--- config.mk ---
export PLATFORM = sky130hd
export DESIGN_NAME = unsigned_square_pipe
export DESIGN_NICKNAME = d
export VERILOG_FILES = /design/src/rtl/usq_pkg.sv /design/src/rtl/usq_mul_pipe.sv /design/src/rtl/unsigned_square_pipe.sv
export SDC_FILE = /design/constraint.sdc
export NUM_CORES = 1
export LEC_CHECK = 0
export ABC_CLOCK_PERIOD_IN_PS = 5300
export CORE_MARGIN = 4
export CORE_UTILIZATION = 30
export CTS_CLUSTER_SIZE = 30
export DETAILED_ROUTE_END_ITERATION = 8
export PLACE_DENSITY = 0.52
export SYNTH_ARGS = -nofsm -noshare
export SYNTH_HDL_FRONTEND = slang
export SYNTH_HIERARCHICAL = 1
export SYNTH_SLANG_ARGS = --single-unit
--- constraint.sdc ---
create_clock -name clk -period 5.3 [get_ports clk]
set_input_delay 1.06 -clock clk [delete_from_list [all_inputs] [get_ports clk]]
set_output_delay 1.06 -clock clk [all_outputs]
set_load 0.02 [all_outputs]
--- src/rtl/usq_pkg.sv ---
// rtl/usq_pkg.sv - shared types and width helpers for the unsigned squarer pipeline.
package usq_pkg;

    typedef enum logic {
        MODE_SQUARE = 1'b0,
        MODE_ACC    = 1'b1
    } usq_mode_e;

    typedef struct packed {
        logic      valid;
        usq_mode_e mode;
        logic      eof;
    } usq_sb_t;

    localparam int SB_W = $bits(usq_sb_t);

    // Result width: full product plus enough headroom for a whole accumulate frame.
    function automatic int usq_out_w(input int data_w, input int acc_len);
        return 2 * data_w + $clog2(acc_len);
    endfunction

endpackage

--- src/rtl/usq_mul_pipe.sv ---
// rtl/usq_mul_pipe.sv - LAT-stage unsigned squarer with a shared enable and sideband.
module usq_mul_pipe
    import usq_pkg::*;
#(
    parameter int DATA_W = 8,
    parameter int LAT    = 3
) (
    input  logic                  clk,
    input  logic                  rst_n,
    input  logic                  en_i,
    input  logic [DATA_W-1:0]     a_i,
    input  logic [SB_W-1:0]       sb_i,
    output logic [2*DATA_W-1:0]   prod_o,
    output logic [SB_W-1:0]       sb_o
);

    logic [2*DATA_W-1:0] a_ext;
    logic [2*DATA_W-1:0] prod_q [LAT];
    logic [SB_W-1:0]     sb_q   [LAT];

    assign a_ext = {{DATA_W{1'b0}}, a_i};

    always_ff @(posedge clk or negedge rst_n) begin
        if (!rst_n) begin
            for (int i = 0; i < LAT; i++) begin
                prod_q[i] <= '0;
                sb_q[i]   <= '0;
            end
        end else if (en_i) begin
            prod_q[0] <= a_ext * a_ext;
            sb_q[0]   <= sb_i;
            for (int i = 1; i < LAT; i++) begin
                prod_q[i] <= prod_q[i-1];
                sb_q[i]   <= sb_q[i-1];
            end
        end
    end

    assign prod_o = prod_q[LAT-1];
    assign sb_o   = sb_q[LAT-1];

endmodule

--- src/rtl/unsigned_square_pipe.sv ---
// rtl/unsigned_square_pipe.sv - pipelined unsigned squarer with stream handshake.
// Sum-of-squares frame mode is built only when USQ_ACC_EN is defined.
module unsigned_square_pipe
    import usq_pkg::*;
#(
    parameter  int DATA_W  = 8,
    parameter  int LAT     = 3,
    parameter  int ACC_LEN = 16,
    localparam int OUT_W   = usq_out_w(DATA_W, ACC_LEN)
) (
    input  logic              clk,
    input  logic              rst_n,
    input  logic              mode_i,
    input  logic              in_valid_i,
    output logic              in_ready_o,
    input  logic [DATA_W-1:0] data_i,
    input  logic              last_i,
    output logic              out_valid_o,
    input  logic              out_ready_i,
    output logic [OUT_W-1:0]  data_o,
    output logic              out_last_o
);

    logic                en;
    logic                accept;
    logic                eof;
    usq_mode_e           cur_mode;
    logic [DATA_W-1:0]   a_q;
    usq_sb_t             sb_in_q, sb_in_d, sb_out;
    logic [2*DATA_W-1:0] prod;
    logic [OUT_W-1:0]    prod_ext;
    logic [OUT_W-1:0]    data_q, data_d;
    logic                out_valid_q, out_valid_d;
    logic                last_q, last_d;

    assign en         = !out_valid_q | out_ready_i;
    assign in_ready_o = en;
    assign accept     = in_valid_i & en;

`ifdef USQ_ACC_EN
    localparam int CNT_W = $clog2(ACC_LEN);

    logic [CNT_W-1:0] in_cnt_q, in_cnt_d;
    logic             open_q, open_d;
    usq_mode_e        mode_q, mode_d;
    logic [OUT_W-1:0] acc_q, acc_d;

    // Mode is frozen from the first beat of a frame until its eof beat.
    assign cur_mode = open_q ? mode_q : usq_mode_e'(mode_i);
    assign eof      = last_i | (cur_mode == MODE_ACC && in_cnt_q == CNT_W'(ACC_LEN - 1));

    always_comb begin
        in_cnt_d = in_cnt_q;
        open_d   = open_q;
        mode_d   = mode_q;
        if (accept) begin
            open_d = !eof;
            mode_d = cur_mode;
            if (cur_mode == MODE_ACC) begin
                in_cnt_d = eof ? '0 : in_cnt_q + CNT_W'(1);
            end
        end
    end

    always_ff @(posedge clk or negedge rst_n) begin
        if (!rst_n) begin
            in_cnt_q <= '0;
            open_q   <= 1'b0;
            mode_q   <= MODE_SQUARE;
            acc_q    <= '0;
        end else begin
            in_cnt_q <= in_cnt_d;
            open_q   <= open_d;
            mode_q   <= mode_d;
            acc_q    <= acc_d;
        end
    end
`else
    logic [1:0] unused_mode;

    assign cur_mode    = MODE_SQUARE;
    assign eof         = last_i;
    assign unused_mode = {mode_i, sb_out.mode};
`endif

    assign sb_in_d = '{valid: accept, mode: cur_mode, eof: eof};

    always_ff @(posedge clk or negedge rst_n) begin
        if (!rst_n) begin
            a_q     <= '0;
            sb_in_q <= '0;
        end else if (en) begin
            a_q     <= data_i;
            sb_in_q <= sb_in_d;
        end
    end

    usq_mul_pipe #(
        .DATA_W (DATA_W),
        .LAT    (LAT)
    ) u_mul (
        .clk    (clk),
        .rst_n  (rst_n),
        .en_i   (en),
        .a_i    (a_q),
        .sb_i   (sb_in_q),
        .prod_o (prod),
        .sb_o   (sb_out)
    );

    assign prod_ext = OUT_W'(prod);

    // With en high the current result is either absent or being taken, so valid drops unless reloaded.
    always_comb begin
        data_d      = data_q;
        out_valid_d = out_valid_q;
        last_d      = last_q;
`ifdef USQ_ACC_EN
        acc_d       = acc_q;
`endif
        if (en) begin
            out_valid_d = 1'b0;
            if (sb_out.valid) begin
`ifdef USQ_ACC_EN
                if (sb_out.mode == MODE_ACC) begin
                    if (sb_out.eof) begin
                        data_d      = acc_q + prod_ext;
                        acc_d       = '0;
                        last_d      = 1'b1;
                        out_valid_d = 1'b1;
                    end else begin
                        acc_d = acc_q + prod_ext;
                    end
                end else
`endif
                begin
                    data_d      = prod_ext;
                    last_d      = sb_out.eof;
                    out_valid_d = 1'b1;
                end
            end
        end
    end

    always_ff @(posedge clk or negedge rst_n) begin
        if (!rst_n) begin
            data_q      <= '0;
            out_valid_q <= 1'b0;
            last_q      <= 1'b0;
        end else begin
            data_q      <= data_d;
            out_valid_q <= out_valid_d;
            last_q      <= last_d;
        end
    end

    assign data_o      = data_q;
    assign out_valid_o = out_valid_q;
    assign out_last_o  = last_q;

endmodule

==> summary.md, run 1 <==
| Metric | Value |
|---|---|
| Outcome | finished clean |
| Placed Instances | 630 |
| Mean Syn Cell Area | 11.9 sq um |
| Reg2Reg Depth | 13 |
| Clock sinks | 79 |
| Clock Tree Root | clkbuf_16 |
| CP max FO | 9 |
| Die Height | 136 um |
| Reg2reg start | a_q[5] |
| DRT iter0 DRCs | 116 |
| Worst-path clk slew | 0.06 ns |
| Initial antenna violation count | 0 |
| Die width | 136 um |
| Fin Setup TNS | 0 ns |
| Vias in the first global route | 3001 |
| Vias | 2816 |
| Hold endpoint | u_mul/prod_q[36] |
| Core Region | 15900 sq um |
| Vias/cell | 4.36 |
| Postcts setup bufs | 0 |
| CTS Hold Bufs | 0 |
| Final wirelength | 7.99 mm |
| DR WL/cell | 12.4 um |
| Synth-to-layout area growth | 13.9% |
| Critical path class | register to register |
| Required @ worst endpoint | 5.53 ns |
| Clock buffer depth | 2 |
| Achievable Freq | 228 MHz |
| Hold path depth | 1 |
| RSZ-0062 raised after global routing | false |
| Final setup vio count | 0 |
| Number of H-tree levels | 3 |
| Fin. Hold Viols | 0 |
| Die area | 18500 sq um |
| Worst R2R Setup Slack | 0.92 ns |
| Ant diodes | 0 |
| Clk_skew | 0.00501 ns |
| Total GRT Usage | 9.63% |
| Layout cells sized above 1 | 23.7% |
| Final-stage net count | 494 |
| Total I/O pin count | 37 |
| # rows | 46 |
| Crit path capture type | register |
| Period utilization | 82.7% |
| Post_cts resized | 0 |
| Number of remaining DRC errors | 0 |
| Worst Tran Pin Value | 1.01 ns |
| Worst hold path type | register to register |
| Non-filler cells, final | 646 |
| Slew margin rel. | 32.8% |
| First-pass GRT wire length | 14.3 mm |
| Synthesis warning total | 6 |
| CTS tree | built |
| Arr. time, crit path | 4.61 ns |
| DR pass1 iterations | 4 |
| Syn Inst Count | 413 |
| Initial Util | 30.8% |
| Fin crit period | 4.38 ns |
| Hold Startpoint | u_mul/prod_q[36] |
| Maxcap violations | 0 |
| Largest net degree at the start of global routing | 80 |
| Antenna-violating nets left | 0 |
| Worst reg2reg path endpoint | u_mul/prod_q[43] |
| Worst setup SP type | register |
| Final GP Congestion | 0.771 |
| Post-Syn Area | 4920 sq um |
| GR Overflow Total | 0 |
| Num CTS Buffers | 9 |
| PortBufs | 31 |
| DP HPWL | 5.79 mm |
| Slew Limit Fails | 0 |
| Clock latency on the worst-skew pair | 0.33 ns |
## per-layer routing
metal	track usage (%)	share of wire, %	vias to the layer above
li1	-	-	1382
met3	2.66	3.6	8
met5	0	0	-
met1	13.1	49	1383
met4	3.02	1.3	0
met2	14.9	46	43
## registers in the layout, summed over array words and instances, names as in the netlist
register	flops
u_mul/prod_o	15
data_o	16
u_mul/sb_q	4
sb_in_q	2
u_mul/prod_q	30
u_mul/sb_o	2
out_valid_o	1
a_q	8
out_last_o	1
## metrics by stage
stage               area, sq um  setup WS [ns]  hold WS, ns  util (%)
floorplan                  4930           1.25        0.453         -
global placement           5280          0.954        0.484      33.1
detailed placement         5280          0.915        0.487      33.1
CTS                        5600          0.902        0.505      35.1
global route               5600          0.666        0.515      35.1
finish                     5600          0.917        0.501      35.1
## layout make-up
| type | instances | area (sq um) |
|---|---|---|
| inverter | 47 | 176 |
| clock buffer | 9 | 225 |
| multi-input combinational | 255 | 2540 |
| tap | 216 | 270 |
| fill | 1604 | 10300 |
| clock inverter | 7 | 88.8 |
| sequential | 79 | 1980 |
| timing repair buffer | 33 | 323 |
## worst max-delay path: stages (launching register included)
cell and delay [ns]:
dfrtp_1 0.52, inv_1 0.17, nor2_1 0.21, fa_1 0.48, fa_1 0.54, inv_1 0.05, fa_1 0.50, fa_1 0.54
inv_1 0.04, ha_1 0.36, a21oi_1 0.23, o211ai_2 0.21, a21o_1 0.23, a31o_1 0.19
## layout by cell type (no fill, tap or decap), drive strengths merged, types with 2 or more instances in the layout
master,instances
nand3,5
a21o,4
a21oi,15
conb,5
o211ai,4
nand4,6
nand2b,5
buf,3
xnor2,9
a211oi,2
nor2,6
nand2,18
dfrtp,79
clkinv,2
mux2,70
ha,30
clkdlybuf4s50,30
mux2i,2
a211o,2
nand3b,2
clkbuf,9
inv,50
and3,2
and2,19
o21ai,5
nor2b,6
fa,25
xor2,2
## worst max path at each step
stage,from,endpoint,cells after the start
3_5_place_dp,a_q[5],u_mul/prod_q[43],13
5_1_grt,a_q[5],u_mul/prod_q[43],13
2_1_floorplan,a_q[1],u_mul/prod_q[43],13
4_1_cts,a_q[5],u_mul/prod_q[43],13
3_3_place_gp,a_q[5],u_mul/prod_q[43],13
6_report,a_q[5],u_mul/prod_q[43],13
Power of run 1 is not shown: default switching activity piles up to over one toggle a cycle in this logic, so the estimate is an artifact.
==> inputs of run 2 (changes only) <==
ABC_CLOCK_PERIOD_IN_PS = 3730   (was 5300)
PLACE_DENSITY = 0.54   (was 0.52)
clock period = 3.73 ns   (was 5.3 ns; I/O delays follow)
==> run 2 against run 1 <==
Against the previous run: the run now ends with setup timing left; hold slack got worse by 0.0022 ns; register-to-register slack worse by 0.98 ns; maximum frequency rose by 16%; clock skew grew 0.0014 ns.
==> summary.md, run 2 (synthesis results as in run 1) <==
| Metric | Value |
|---|---|
| Final WS setup | -0.0628 ns (was 0.917 ns) |
| Slowest cell on the critical path | fa_1 (unchanged) |
| Achievable Freq | 264 MHz (was 228 MHz) |
| Fin crit period | 3.79 ns (was 4.38 ns) |
| Fin. Hold Viols | 0 (unchanged) |
| DRT iter0 DRCs | 92 (was 116) |
| DP HPWL | 6.48 mm (was 5.79 mm) |
| Outcome | finished, violations left (was finished clean) |
| Vias/cell | 4.39 (was 4.36) |
| Clock Tree Root | clkbuf_16 (unchanged) |
| Final setup vio count | 6 (was 0) |
| Required @ worst endpoint | 3.95 ns (was 5.53 ns) |
| Worst-path clk slew | 0.06 ns (about the same) |
| Critical-path cell list | and2_4 > fa_2 > fa_1 > inv_1 > fa_1 > fa_1 > inv_2 > ha_4 > o211ai_4 > o211ai_4 > nand3_2 > a31o_1 (was inv_1 > nor2_1 > fa_1 > fa_1 > inv_1 > fa_1 > fa_1 > inv_1 > ha_1 > a21oi_1 > o211ai_2 > a21o_1 > a31o_1) |
| Synth-to-layout area growth | 25.3% (was 13.9%) |
| Vias in the first global route | 3285 (was 3001) |
| CP max FO | 6 (was 9) |
| Largest net degree at the start of global routing | 71 (was 80) |
| Die width | 136 um (unchanged) |
| Vias | 3026 (was 2816) |
| GR Overflow Total | 0 (unchanged) |
| Die area | 18500 sq um (unchanged) |
| Ant diodes | 0 (unchanged) |
| DR WL/cell | 12.8 um (was 12.4 um) |
| Critical path class | register to register (unchanged) |
| Total I/O pin count | 37 (unchanged) |
| Setup WS pre-CTS | -0.230 ns (was 0.915 ns) |
| Most flop-heavy register | u_mul/prod_q (unchanged) |
| Final-stage net count | 538 (was 494) |
| Clock latency on the worst-skew pair | 0.33 ns (about the same) |
| Layout cells sized above 1 | 39.0% (was 23.7%) |
| Violated checks | setup timing |
| Reg2reg start | a_q[2] (was a_q[5]) |
| RSZ-0062 raised after global routing | true (was false) |
| Most used cell, CP | fa_1 (unchanged) |
| Crit-path max cell delay | 0.54 ns (about the same) |
| First-pass GRT wire length | 15.8 mm (was 14.3 mm) |
| Die Height | 136 um (unchanged) |
| Worst setup SP type | register (unchanged) |
| Slew margin rel. | 40.3% (was 32.8%) |
| Fin Setup TNS | -0.183 ns (was 0 ns) |
| Initial Util | 30.8% (unchanged) |
| Number of remaining DRC errors | 0 (unchanged) |
| Clock sinks | 79 (unchanged) |
| Num CTS Buffers | 9 (unchanged) |
| DR pass1 iterations | 4 (unchanged) |
| FF/Latch Area | 1980 sq um (about the same) |
| Worst R2R Setup Slack | -0.06 ns (was 0.92 ns) |
| Core Region | 15900 sq um (unchanged) |
| Final GP Congestion | 0.746 (was 0.771) |
| Worst hold path type | register to register (unchanged) |
| Clk_skew | 0.00646 ns (was 0.00501 ns) |
| PortBufs | 31 (unchanged) |
| Most frequent cells in the layout | dfrtp_1, mux2_2, buf_4, inv_1, clkdlybuf4s50_1 (was dfrtp_1, mux2_2, inv_1, clkdlybuf4s50_1, ha_1) |
| Hold endpoint | u_mul/prod_q[23] (was u_mul/prod_q[36]) |
| Arr. time, crit path | 4.01 ns (was 4.61 ns) |
| Antenna-violating nets left | 0 (unchanged) |
| Final wirelength | 8.80 mm (was 7.99 mm) |
| Period utilization | 102% (was 82.7%) |
| Slew Limit Fails | 0 (unchanged) |
| Fill cells | 1565 (was 1604) |
| Initial antenna violation count | 0 (unchanged) |
| Reg2Reg Depth | 12 (was 13) |
| Hold path depth | 1 (unchanged) |
| # rows | 46 (unchanged) |
| Clock buffer depth | 2 (unchanged) |
| Hold Startpoint | u_mul/prod_q[39] (was u_mul/prod_q[36]) |
| Worst Tran Pin Value | 0.895 ns (was 1.01 ns) |
| Crit path capture type | register (unchanged) |
| Worst reg2reg path endpoint | u_mul/prod_q[43] (unchanged) |
| Total GRT Usage | 10.5% (was 9.63%) |
| Number of H-tree levels | 3 (unchanged) |
| Most common cell after layout, fill and taps aside | dfrtp_1 (unchanged) |
| Maxcap violations | 0 (unchanged) |
| CTS Hold Bufs | 0 (unchanged) |
| CTS tree | built (unchanged) |
| Number of flip-flops in the largest register | 30 (unchanged) |
| Multi-input logic area | 2750 sq um (was 2540 sq um) |
run 2: cell count changes in the layout (fill, tap and decap cells not counted), sizes merged:
| cell | change |
|---|---|
| buf | +44 |
| clkinvlp | +2 |
| clkinv | -1 |
| inv | -1 |
run 2: area by class of cell:
| cell class | instances | area share, % |
|---|---|---|
| well taps | 216 | 4.39 |
| clock inverters | 7 | 1.32 |
| clock buffers | 9 | 3.66 |
| multi-input cells | 255 | 44.6 |
| flip-flops and latches | 79 | 32.2 |
| inverters | 47 | 2.86 |
| repair buffers | 77 | 11.0 |
run 2: worst max-delay path by stage:
stage               slack (ns)                to  cells past startpoint   start
detailed placement       -0.23  u_mul/prod_q[45]                     13  a_q[3]
finish                   -0.06  u_mul/prod_q[43]                     12  a_q[2]
CTS                      -0.06  u_mul/prod_q[45]                     13  a_q[5]
global placement         -0.16  u_mul/prod_q[43]                     13  a_q[3]
global route             -0.22  u_mul/prod_q[45]                     12  a_q[2]
floorplan                0.006  u_mul/prod_q[43]                     13  a_q[5]
run 2: what timing repair did:
action                     4_1_cts  5_1_grt
setup endpoints to repair        9        9
pin swaps                       16       20
setup buffers                    3        5
gates resized for setup         20       21
hold endpoints to repair         0        0
run 2: worst max-delay path, delay by kind of cell (launching register included):
kind | cells | cell delay, ns
fa+ha+maj | 5 | 2.25
buf+inv | 2 | 0.10
simple gates | 2 | 0.26
compound gates | 3 | 0.61
flops | 1 | 0.45
run 2: per-stage QoR:
stage	instances	area, sq um	utilization, %	hold slack, ns
after floorplan	416	5010	-	0.450
after global placement	666	5630	35.3	0.486
after detailed placement	666	5630	35.3	0.491
after CTS	685	6060	38.0	0.501
after global routing	690	6160	38.6	0.513
final	690	6160	38.6	0.499
run 2: routing by layer:
layer / wire [um] / global-route usage (%) / up-vias
met4: 65 / 2.41 / 0
li1: - / - / 1467
met3: 279 / 3.11 / 6
met2: 4340 / 17.1 / 41
met1: 4120 / 13.9 / 1512
met5: 0 / 0 / -
Power of run 2 is left out for the same reason.
